===== src/rtl/exc_commit_ctrl.sv =====
// Commit-side event generator: prioritises interrupts/exceptions/ERTN/refetch/IDLE at writeback
// and pulses them to the CSR unit. Optional trace counters are enabled with `define EXC_TRACE_EN.
module exc_commit_ctrl #(
  parameter int         HOLDOFF  = 2,
  parameter logic [5:0] INT_CODE = 6'h00
) (
  input  logic        clk,
  input  logic        reset,
  input  logic        wb_valid,
  input  logic [31:0] wb_pc,
  input  logic        wb_exc,
  input  logic [5:0]  wb_excode,
  input  logic [8:0]  wb_esubcode,
  input  logic [31:0] wb_badv,
  input  logic        wb_ertn,
  input  logic        wb_refetch,
  input  logic        wb_idle,
  input  logic [11:0] csr_is,
  input  logic [11:0] csr_lie,
  input  logic        csr_ie,
  output logic        commit_ok,
  output logic        flush,
  output logic        idle_stall,
  output logic        is_exc,
  output logic [5:0]  excode,
  output logic [8:0]  esubcode,
  output logic [31:0] badvaddr,
  output logic [31:0] csr_pc,
  output logic        is_ertn,
  output logic        is_fetch_again,
  output logic        is_idle,
`ifdef EXC_TRACE_EN
  output logic [31:0] exc_count,
  output logic [5:0]  last_excode,
`endif
  output logic [1:0]  dbg_state
);

  localparam int CW = (HOLDOFF > 0) ? $clog2(HOLDOFF + 1) : 1;
  localparam logic [CW-1:0] HOLD_INIT = CW'(HOLDOFF);

  typedef enum logic [1:0] {
    S_RUN  = 2'd0,
    S_IDLE = 2'd1,
    S_HOLD = 2'd2
  } state_t;

  state_t         r_state, w_state_n;
  logic [CW-1:0]  r_cnt, w_cnt_n;
  logic           w_int_pend;
  logic           w_go_exc, w_go_ertn, w_go_refetch, w_go_idle;
  logic           w_pay_int, w_pay_pipe, w_ld_pc;
  logic           w_commit, w_flush;

  logic           r_is_exc, r_is_ertn, r_is_fetch_again, r_is_idle;
  logic [5:0]     r_excode;
  logic [8:0]     r_esubcode;
  logic [31:0]    r_badvaddr;
  logic [31:0]    r_csr_pc;

  assign w_int_pend = csr_ie & (|(csr_is & csr_lie));

  always_comb begin
    w_state_n    = r_state;
    w_cnt_n      = r_cnt;
    w_go_exc     = 1'b0;
    w_go_ertn    = 1'b0;
    w_go_refetch = 1'b0;
    w_go_idle    = 1'b0;
    w_pay_int    = 1'b0;
    w_pay_pipe   = 1'b0;
    w_ld_pc      = 1'b0;
    w_commit     = 1'b0;
    w_flush      = 1'b0;
    case (r_state)
      S_RUN: begin
        if (wb_valid) begin
          w_ld_pc = 1'b1;
          w_flush = 1'b1;
          if (w_int_pend) begin
            w_go_exc  = 1'b1;
            w_pay_int = 1'b1;
          end else if (wb_exc) begin
            w_go_exc   = 1'b1;
            w_pay_pipe = 1'b1;
          end else if (wb_ertn) begin
            w_go_ertn = 1'b1;
            w_commit  = 1'b1;
          end else if (wb_refetch) begin
            w_go_refetch = 1'b1;
            w_commit     = 1'b1;
          end else if (wb_idle) begin
            w_go_idle = 1'b1;
            w_commit  = 1'b1;
            w_state_n = S_IDLE;
          end else begin
            // Ordinary retirement: no event, nothing to flush.
            w_ld_pc  = 1'b0;
            w_flush  = 1'b0;
            w_commit = 1'b1;
          end
          if (w_go_exc || w_go_ertn || w_go_refetch) begin
            w_state_n = (HOLDOFF == 0) ? S_RUN : S_HOLD;
            w_cnt_n   = HOLD_INIT;
          end
        end
      end
      S_IDLE: begin
        w_flush = 1'b1;
        // Wake-up keeps csr_pc at the IDLE instruction's PC latched on entry.
        if (w_int_pend) begin
          w_go_exc  = 1'b1;
          w_pay_int = 1'b1;
          w_state_n = (HOLDOFF == 0) ? S_RUN : S_HOLD;
          w_cnt_n   = HOLD_INIT;
        end
      end
      S_HOLD: begin
        w_flush = 1'b1;
        w_cnt_n = r_cnt - CW'(1);
        if (r_cnt <= CW'(1)) w_state_n = S_RUN;
      end
      default: w_state_n = S_RUN;
    endcase
  end

  always_ff @(posedge clk) begin
    if (reset) begin
      r_state          <= S_RUN;
      r_cnt            <= '0;
      r_is_exc         <= 1'b0;
      r_is_ertn        <= 1'b0;
      r_is_fetch_again <= 1'b0;
      r_is_idle        <= 1'b0;
      r_excode         <= '0;
      r_esubcode       <= '0;
      r_badvaddr       <= '0;
      r_csr_pc         <= '0;
    end else begin
      r_state          <= w_state_n;
      r_cnt            <= w_cnt_n;
      r_is_exc         <= w_go_exc;
      r_is_ertn        <= w_go_ertn;
      r_is_fetch_again <= w_go_refetch;
      r_is_idle        <= w_go_idle;
      if (w_ld_pc) r_csr_pc <= wb_pc;
      if (w_pay_int) begin
        r_excode   <= INT_CODE;
        r_esubcode <= '0;
        r_badvaddr <= '0;
      end else if (w_pay_pipe) begin
        r_excode   <= wb_excode;
        r_esubcode <= wb_esubcode;
        r_badvaddr <= wb_badv;
      end
    end
  end

`ifdef EXC_TRACE_EN
  logic [31:0] r_exc_count;
  logic [5:0]  r_last_excode;

  always_ff @(posedge clk) begin
    if (reset) begin
      r_exc_count   <= '0;
      r_last_excode <= '0;
    end else if (w_go_exc) begin
      r_exc_count   <= r_exc_count + 32'd1;
      r_last_excode <= w_pay_int ? INT_CODE : wb_excode;
    end
  end

  assign exc_count   = r_exc_count;
  assign last_excode = r_last_excode;
`endif

  // Combinational controls are forced quiet while reset is held.
  assign commit_ok      = w_commit & ~reset;
  assign flush          = w_flush & ~reset;
  assign idle_stall     = (r_state == S_IDLE) & ~reset;
  assign is_exc         = r_is_exc;
  assign is_ertn        = r_is_ertn;
  assign is_fetch_again = r_is_fetch_again;
  assign is_idle        = r_is_idle;
  assign excode         = r_excode;
  assign esubcode       = r_esubcode;
  assign badvaddr       = r_badvaddr;
  assign csr_pc         = r_csr_pc;
  assign dbg_state      = r_state;

endmodule


===== config.mk =====
export PLATFORM = sky130hd
export DESIGN_NAME = exc_commit_ctrl
export DESIGN_NICKNAME = d
export VERILOG_FILES = /design/src/rtl/exc_commit_ctrl.sv
export SDC_FILE = /design/constraint.sdc
export NUM_CORES = 1
export LEC_CHECK = 0
export BUFFER_PORTS_ARGS = -buffer_cell sky130_fd_sc_hd__buf_2
export CORE_MARGIN = 5
export CORE_UTILIZATION = 40
export CTS_CLUSTER_SIZE = 24
export DETAILED_ROUTE_END_ITERATION = 10
export PLACE_DENSITY_LB_ADDON = 0.12
export SLEW_MARGIN = 20
export SYNTH_ARGS = -nofsm -noshare
export SYNTH_HDL_FRONTEND = slang
export SYNTH_SLANG_ARGS = --single-unit

===== constraint.sdc =====
create_clock -name clk -period 2.2 [get_ports clk]
set_clock_uncertainty 0.2 [all_clocks]
set_input_delay 0.44 -clock clk [delete_from_list [all_inputs] [get_ports clk]]
set_output_delay 0.44 -clock clk [all_outputs]
set_load 0.01 [all_outputs]

* Word level (Yosys, flattened, before mapping) *
Cells that the tools add are included.

word-level totals
  logic and storage cells = 90
  register bits after elaboration = 87
  input port bits = 111
  output and inout port bits = 88

operators by class
  reductions and logical operators = 11
  add/subtract/negate cells = 1
  equality and inequality tests = 11
  multiplexer cells = 48
  bitwise logic cells = 8
  order comparisons = 1

operator list
  kind                   count
  $mux W1                32
  $mux W2                11
  $ne A3 B3 Y1 const B   5
  $and A12 B12 Y12       1
  $pmux W2 S3            2
  $reduce_or A12 Y1      1
  $ne A2 B2 Y1 const B   4
  $reduce_and A8 Y1      1
  $reduce_or A7 Y1       1
  $pmux W1 S2            3
  $and A1 B1 Y1          4
  $reduce_and A4 Y1      1
  $reduce_or A2 Y1       2
  $not A1 Y1             3
  $reduce_bool A3 Y1     1
  $reduce_or A3 Y1       1
  $eq A2 B1 Y1 const B   1
  $eq A2 B2 Y1 const B   1
  $le A2 B1 Y1 const B   1
  $logic_not A2 Y1       1
  $logic_or A1 B1 Y1     2
  $sub A2 B1 Y2 const B  1

* Longest topological paths before layout *
Gate-level depths: netlist of the first run.

  depth after elaboration = 11
  depth in mapped cells = 8
  gate-level depth less buffers = 7

* Worst setup path after synthesis of the first run *
Ideal clock, no wire load.

  path type = in2out
  from = input csr_is[4]
  to = output flush
  arrival = 1634 ps
  path buffers = 1
  stages on the path = 6
  required time = 1560 ps
  slack = -74 ps
  cell sequence = a22oi_1 nand2_2 o31ai_4 a21oi_2 buf_2 o21a_1

between the ends
  word-level cells in the longest chain between the ends = 7

RTL lines
  what               line  RTL
  start, declared    18    input logic [11:0] csr_is,
  $and A12 B12 Y12   61    assign w_int_pend = csr_ie & (|(csr_is & csr_lie));
  $reduce_or A12 Y1  61
  $and A1 B1 Y1      61
  $mux W1            80    if (w_int_pend) begin
  $mux W1            77    if (wb_valid) begin
  $pmux W1 S2        75    case (r_state)
  $and A1 B1 Y1      179   assign flush = w_flush & ~reset;
  end, declared      22    output logic flush,

No other way between the ends.

* Worst setup path after layout of the first run *
  from = input csr_is[5]
  to = output commit_ok

between the ends
  word-level cells in the longest chain between the ends = 7

RTL lines
  what               line  RTL
  $and A12 B12 Y12   61
  $reduce_or A12 Y1  61
  $and A1 B1 Y1      61
  $mux W1            80
  $mux W1            77
  $mux W1            75
  $and A1 B1 Y1      178   assign commit_ok = w_commit & ~reset;
  end, declared      21    output logic commit_ok,

No other way between the ends.

==> results of run 1 <==
## routing by layer
metal | routed length (um) | track usage (%) | vias up
met3 | 964 | 5.62 | 17
met2 | 5340 | 28.3 | 137
met1 | 4630 | 22.1 | 1701
met5 | 0 | 0 | -
met4 | 211 | 6.57 | 0
li1 | - | - | 1873
## worst max path at each step
stage	startpoint	to	slack (ps)	cells after the start
floorplan	csr_is[5]	flush	-20	6
global placement	csr_is[2]	commit_ok	-150	7
detailed placement	csr_is[3]	commit_ok	-160	7
CTS	csr_is[1]	commit_ok	-110	7
global route	csr_is[1]	commit_ok	-170	7
finish	csr_is[5]	commit_ok	-100	7
## where the power goes
part	total (mW)	internal (mW)	leakage, nW	switching [mW]
combinational	0.970	0.450	1.61	0.520
sequential	1.77	1.70	0.709	0.0679
clock	1.26	0.676	0.109	0.589
## registers in the layout (all words and copies together), names as in the netlist
name	count
badvaddr	32
csr_pc	32
dbg_state	2
esubcode	9
excode	6
is_ertn	1
is_exc	1
is_fetch_again	1
is_idle	1
r_cnt	2
## per-stage QoR
step / area [um2] / util [%] / setup TNS [ps]
after floorplan: 4120 / - / -15.7
after global placement: 5330 / 52.5 / -2330
after detailed placement: 5330 / 52.5 / -3140
after CTS: 5650 / 55.8 / -201
after global routing: 5650 / 55.8 / -331
final: 5650 / 55.8 / -186
## synth_stat cells (2+ instances only)
master / instances / area (um2)
mux2i_1: 32 / 320
nor4_2: 2 / 25.0
nor4_1: 2 / 12.5
a21oi_2: 31 / 272
buf_2: 13 / 65.1
ha_1: 5 / 62.6
inv_1: 8 / 30.0
buf_4: 3 / 22.5
nand3_1: 18 / 90.1
dfxtp_1: 87 / 1740
nand3_2: 31 / 310
o21ai_0: 48 / 240
or2_2: 2 / 12.5
nand2_2: 2 / 12.5
clkbuf_1: 15 / 56.3
a22oi_1: 4 / 30.0
o21ai_1: 4 / 20.0
nand2_1: 3 / 11.3
o32ai_1: 2 / 17.5
a22oi_2: 2 / 25.0
buf_6: 4 / 45.0
nor2_1: 6 / 22.5
nand2b_1: 65 / 407
a21oi_1: 23 / 115
## cell families after synthesis
group | synth area share [%]
flip-flops | 42.5
AND/OR/NAND/NOR | 23.4
AO/OA/AOI/OAI | 19.4
buffers and inverters | 5.43
adder cells (fa/ha/maj) | 1.53
multiplexers | 7.81
## repair_timing
action,CTS,global route
hold buffers,0,0
setup endpoints to repair,3,3
buffers inserted,5,0
pin swaps,7,0
gates resized for setup,14,1
## worst max-delay path: stages
cell	delay, ps
buf_2	110
a22oi_2	180
nand2_2	70
o31a_1	310
or3_4	360
nor2_4	90
buf_6	100
## cell type report
type	instances	area share (%)
clock buffers	10	2.43
clock inverters	6	1.64
inverters	8	0.531
multi-input cells	295	39.1
flip-flops and latches	87	30.9
well taps	136	3.01
repair buffers	222	22.4
==> results.yml, run 1 <==
placed_design:
  routabilityCongestion: 0.795
  port_buffers: 198
  pre_cts_ws_ps: -162
  hpwl_um: 7930
  dp.cells: 743
sta:
  setup_slack_ps: -104
  worst_pin_slew_ps: 538
  rsz0062_at_grt: "true"
  setup_viol_count_final: 2
  maxSlewHeadroom_pct: 64.1
  max_clock_freq_mhz: 434
  hold_viol: 0
  finalMaxSlewViolations: 0
  fin_crit_sh_pct: 105
  hold_ws_ps: 104
  post-route-min-period_ps: 2300
global_route:
  overflow: 0
  grt_pass1_vias: 3852
  track_usage_pct: 17.6
  grt_pass1_wl_um: 18400
  grt_max_degree: 48
  antenna_found_initial: 0
pwr:
  power_mw: 4.00
  ir_drop_v: 0.000363
  power_leakage_nw: 2.43
  power_density_nw_per_um2: 708
routing:
  drt_first_pass_iters: 4
  vias: 3728
  wl_per_cell_um: 14.6
  ant_nets: 0
  totalWireLength_um: 11100
  drc_errors: 0
  drt_iter0_drc: 206
  vias_per_cell: 4.88
yosys:
  synth_flop_cell: "dfxtp_1"
  synth-edff-count: 0
  async_flop_share_pct: 0
  netlist_area_um2: 4100
  syn_area_per_cell_um2: 9.62
  netlist_instances: 426
  syn-num-nets: 542
  synth.distinct_cells: 38
  ys_seq_elements: 87
  synth-seq-area-share_pct: 42.5
  yosysWarnings: 0
clocking:
  htree_levels: 3
  clock_path_buffers: 2
  cts_buffers: 9
  cts_tree: "yes"
  path_clk_slew_ps: 80
  insertion_delay_ps: 350
  cts_root_buffer: "clkbuf_8"
  numClockSinks: 87
floorplanning:
  fp.coreArea_um2: 10100
  die_h_um: 111
  num_rows: 37
  start_util_pct: 40.4
  die_area_um2: 12400
  die_w_um: 111
  pin_count: 199
critical_path:
  r2r_slack_ps: 110
  critPathKind: "in -> out"
  critPathRequiredTime_ps: 1560
  critPathLaunchType: "input pin"
  cp_max_fo: 2
  rr_startpoint: "dbg_state[0]"
  cp-end-kind: "output pin"
  arrival_ps: 1660
  worstRegToRegCells: 8
  r2r_end: "r_cnt[0]"
layout:
  final_cells: 764
  nNetsFinal: 739
  layout_commonest_cell: "buf_2"
  multi_input_area_um2: 2210
  drive_gt1_share_pct: 51.8
  area_growth_pct: 37.9
  fillers: 944
  diodes: 0
  final_cell_mix: "195 x buf_2, 86 x dfxtp_1, 65 x nand2b_1"
  regArea_um2: 1750
hold_path:
  min_path_type: "in -> reg"
  hold_depth: 2
  min_to: "is_fetch_again"
  hold_start: "wb_ertn"
outcome:
  violations: "negative setup slack"
  status: "complete, but fails checks"
run:
  drv_cap: 0
No activity file was read; power rests on OpenSTA's default activity.
==> run 2, diff against run 1 <==
Clock period 2.2 ns to 2.7 ns, I/O delays scaled along.
==> run 2 against run 1 <==
Against the previous run:
- the run now ends clean
- clock power decreased by 32%
- critical path depth unchanged
- sequential share of layout area grew 1.0 points
- count of clock-buffer cells in the layout increased by 1
- final area decreased by 3.4%
- setup slack improved by 220 ps
- register-to-register slack gained 440 ps
- sequential power fell by 19%
- utilization down 1.9 points
- worst hold slack better by 94 ps
- combinational power down 24%
- non-clock buffer count down 9
- critical path type unchanged
- largest power group unchanged
==> results.yml, run 2 (synthesized netlist as in run 1, its figures left out) <==
outcome:
  status: "finished clean"
sta:
  setup_viol_count_final: 0
  finalMaxSlewViolations: 0
  rsz0062_at_grt: "false"
  fin_crit_sh_pct: 95.6
  maxSlewHeadroom_pct: 53.8
  finalSetupTns_ps: 0
  hold_viol: 0
  setup_slack_ps: 119
  worst_pin_slew_ps: 693
  max_clock_freq_mhz: 387
  post-route-min-period_ps: 2580
clocking:
  cts_root_buffer: "clkbuf_8"
  insertion_delay_ps: 360
  cts_buffers: 9
  post_cts_buffers: 0
  numClockSinks: 87
  path_clk_slew_ps: 80
  htree_levels: 3
  cts_hold_buf: 0
  cts_tree: "yes"
  clock_path_buffers: 2
critical_path:
  worstRegToRegCells: 7
  critPathLaunchType: "input pin"
  worstSetupStartpoint: "csr_is[7]"
  critPathSlowestCell: "or3_4"
  cp_cell_sequence: "buf_2 -> a22oi_1 -> nand2_2 -> o31a_1 -> or3_4 -> nor2_1 -> buf_2"
  critPathRequiredTime_ps: 1960
  critPathKind: "in -> out"
  timing.critical_path.mode_cell: "buf_2"
  rr_startpoint: "dbg_state[0]"
  critPathMaxStageDelay_ps: 380
  r2r_slack_ps: 550
  cp-end-kind: "output pin"
  arrival_ps: 1840
  r2r_end: "badvaddr[14]"
  cp_max_fo: 3
  critPathCapture: "commit_ok"
global_route:
  track_usage_pct: 17.5
  overflow: 0
  grt_pass1_wl_um: 18200
  grt_pass1_vias: 3738
  grt_max_degree: 48
  antenna_found_initial: 0
floorplanning:
  die_h_um: 111
  die_area_um2: 12400
  num_rows: 37
  die_w_um: 111
  fp.coreArea_um2: 10100
  start_util_pct: 40.4
  pin_count: 199
routing:
  vias: 3715
  vias_per_cell: 4.92
  drc_errors: 0
  drt_iter0_drc: 186
  totalWireLength_um: 11100
  ant_nets: 0
  wl_per_cell_um: 14.7
  drt_first_pass_iters: 4
run:
  drv_cap: 0
layout:
  drive_gt1_share_pct: 49.8
  diodes: 0
  layout_commonest_cell: "buf_2"
  final_cell_mix: "198 x buf_2, 87 x dfxtp_1, 65 x nand2b_1"
  area_growth_pct: 33.3
  nNetsFinal: 730
  fillers: 957
pwr:
  power_density_nw_per_um2: 556
  power_leakage_nw: 2.35
  ir_drop_v: 0.000284
placed_design:
  hpwl_um: 7900
  routabilityCongestion: 0.760
  port_buffers: 198
  pre_cts_ws_ps: 87.4
hold_path:
  min_path_type: "in -> reg"
[run 2: changes by cell type in the layout (fill, tap and decap cells not counted), moves of 2 or more]
| cell | previous run | this run |
|---|---|---|
| a22oi_1 | 0 | 3 |
| buf_6 | 4 | 0 |
| a22oi_2 | 6 | 3 |
| bufinv_16 | 2 | 0 |
| buf_2 | 195 | 198 |
| buf_12 | 6 | 4 |
| buf_4 | 17 | 11 |
[run 2: worst min-delay path by stage]
| stage | from | endpoint | slack, ps | cells after the start |
|---|---|---|---|---|
| 2_1_floorplan | r_cnt[1] | r_cnt[1] | 250 | 2 |
| 3_3_place_gp | excode[0] | excode[0] | 240 | 2 |
| 3_5_place_dp | excode[3] | excode[3] | 240 | 2 |
| 4_1_cts | wb_ertn | is_fetch_again | 180 | 2 |
| 5_1_grt | wb_ertn | is_fetch_again | 190 | 2 |
| 6_report | wb_ertn | is_fetch_again | 200 | 2 |
[run 2: metrics by stage]
| step | instance area, um2 | hold slack, ps | std cells | util (%) | power [mW] |
|---|---|---|---|---|---|
| 4_1_cts | 5450 | 183 | 755 | 53.7 | 3.06 |
| 3_5_place_dp | 5260 | 245 | 739 | 51.9 | 2.20 |
| 6_report | 5460 | 198 | 755 | 53.9 | 3.04 |
| 3_3_place_gp | 5260 | 243 | 739 | 51.9 | 2.19 |
| 2_1_floorplan | 4100 | 251 | 426 | - | 1.91 |
| 5_1_grt | 5460 | 188 | 755 | 53.9 | 3.20 |
[run 2: metal layers]
| layer | up-vias | track usage (%) | wire [um] |
|---|---|---|---|
| li1 | 1858 | - | - |
| met1 | 1703 | 21.3 | 4810 |
| met2 | 136 | 28.4 | 5150 |
| met3 | 18 | 6.11 | 916 |
| met4 | 0 | 6.49 | 206 |
| met5 | - | 0 | 0 |
[run 2: what timing repair did]
item,CTS,global route
setup endpoints to repair,1,1
gates resized for setup,1,3
gates cloned,0,0
hold endpoints to repair,0,0
[run 2: area by class of cell]
| class | instances | area (um2) | share of cell area, % |
|---|---|---|---|
| clock buffer | 11 | 141 | 2.59 |
| clock inverter | 5 | 41.3 | 0.756 |
| inverter | 8 | 30.0 | 0.550 |
| multi-input combinational | 295 | 2180 | 40.0 |
| sequential | 87 | 1740 | 31.9 |
| tap | 136 | 170 | 3.11 |
| timing repair buffer | 213 | 1150 | 21.1 |
[run 2: worst max-delay path: cells and delay by family]
kind,cells,cell delay (ps)
AO/OA/AOI/OAI,2,530
buffers and inverters,2,230
AND/OR/NAND/NOR,3,540
[run 2: report_power, final]
part / internal [mW] / total (mW) / switching, mW / leakage [nW]
Clock: 0.367 / 0.855 / 0.488 / 0.0861
Sequential: 1.39 / 1.44 / 0.0587 / 0.708
Combinational: 0.329 / 0.737 / 0.408 / 1.56
Total: 2.08 / 3.04 / 0.955 / 2.35
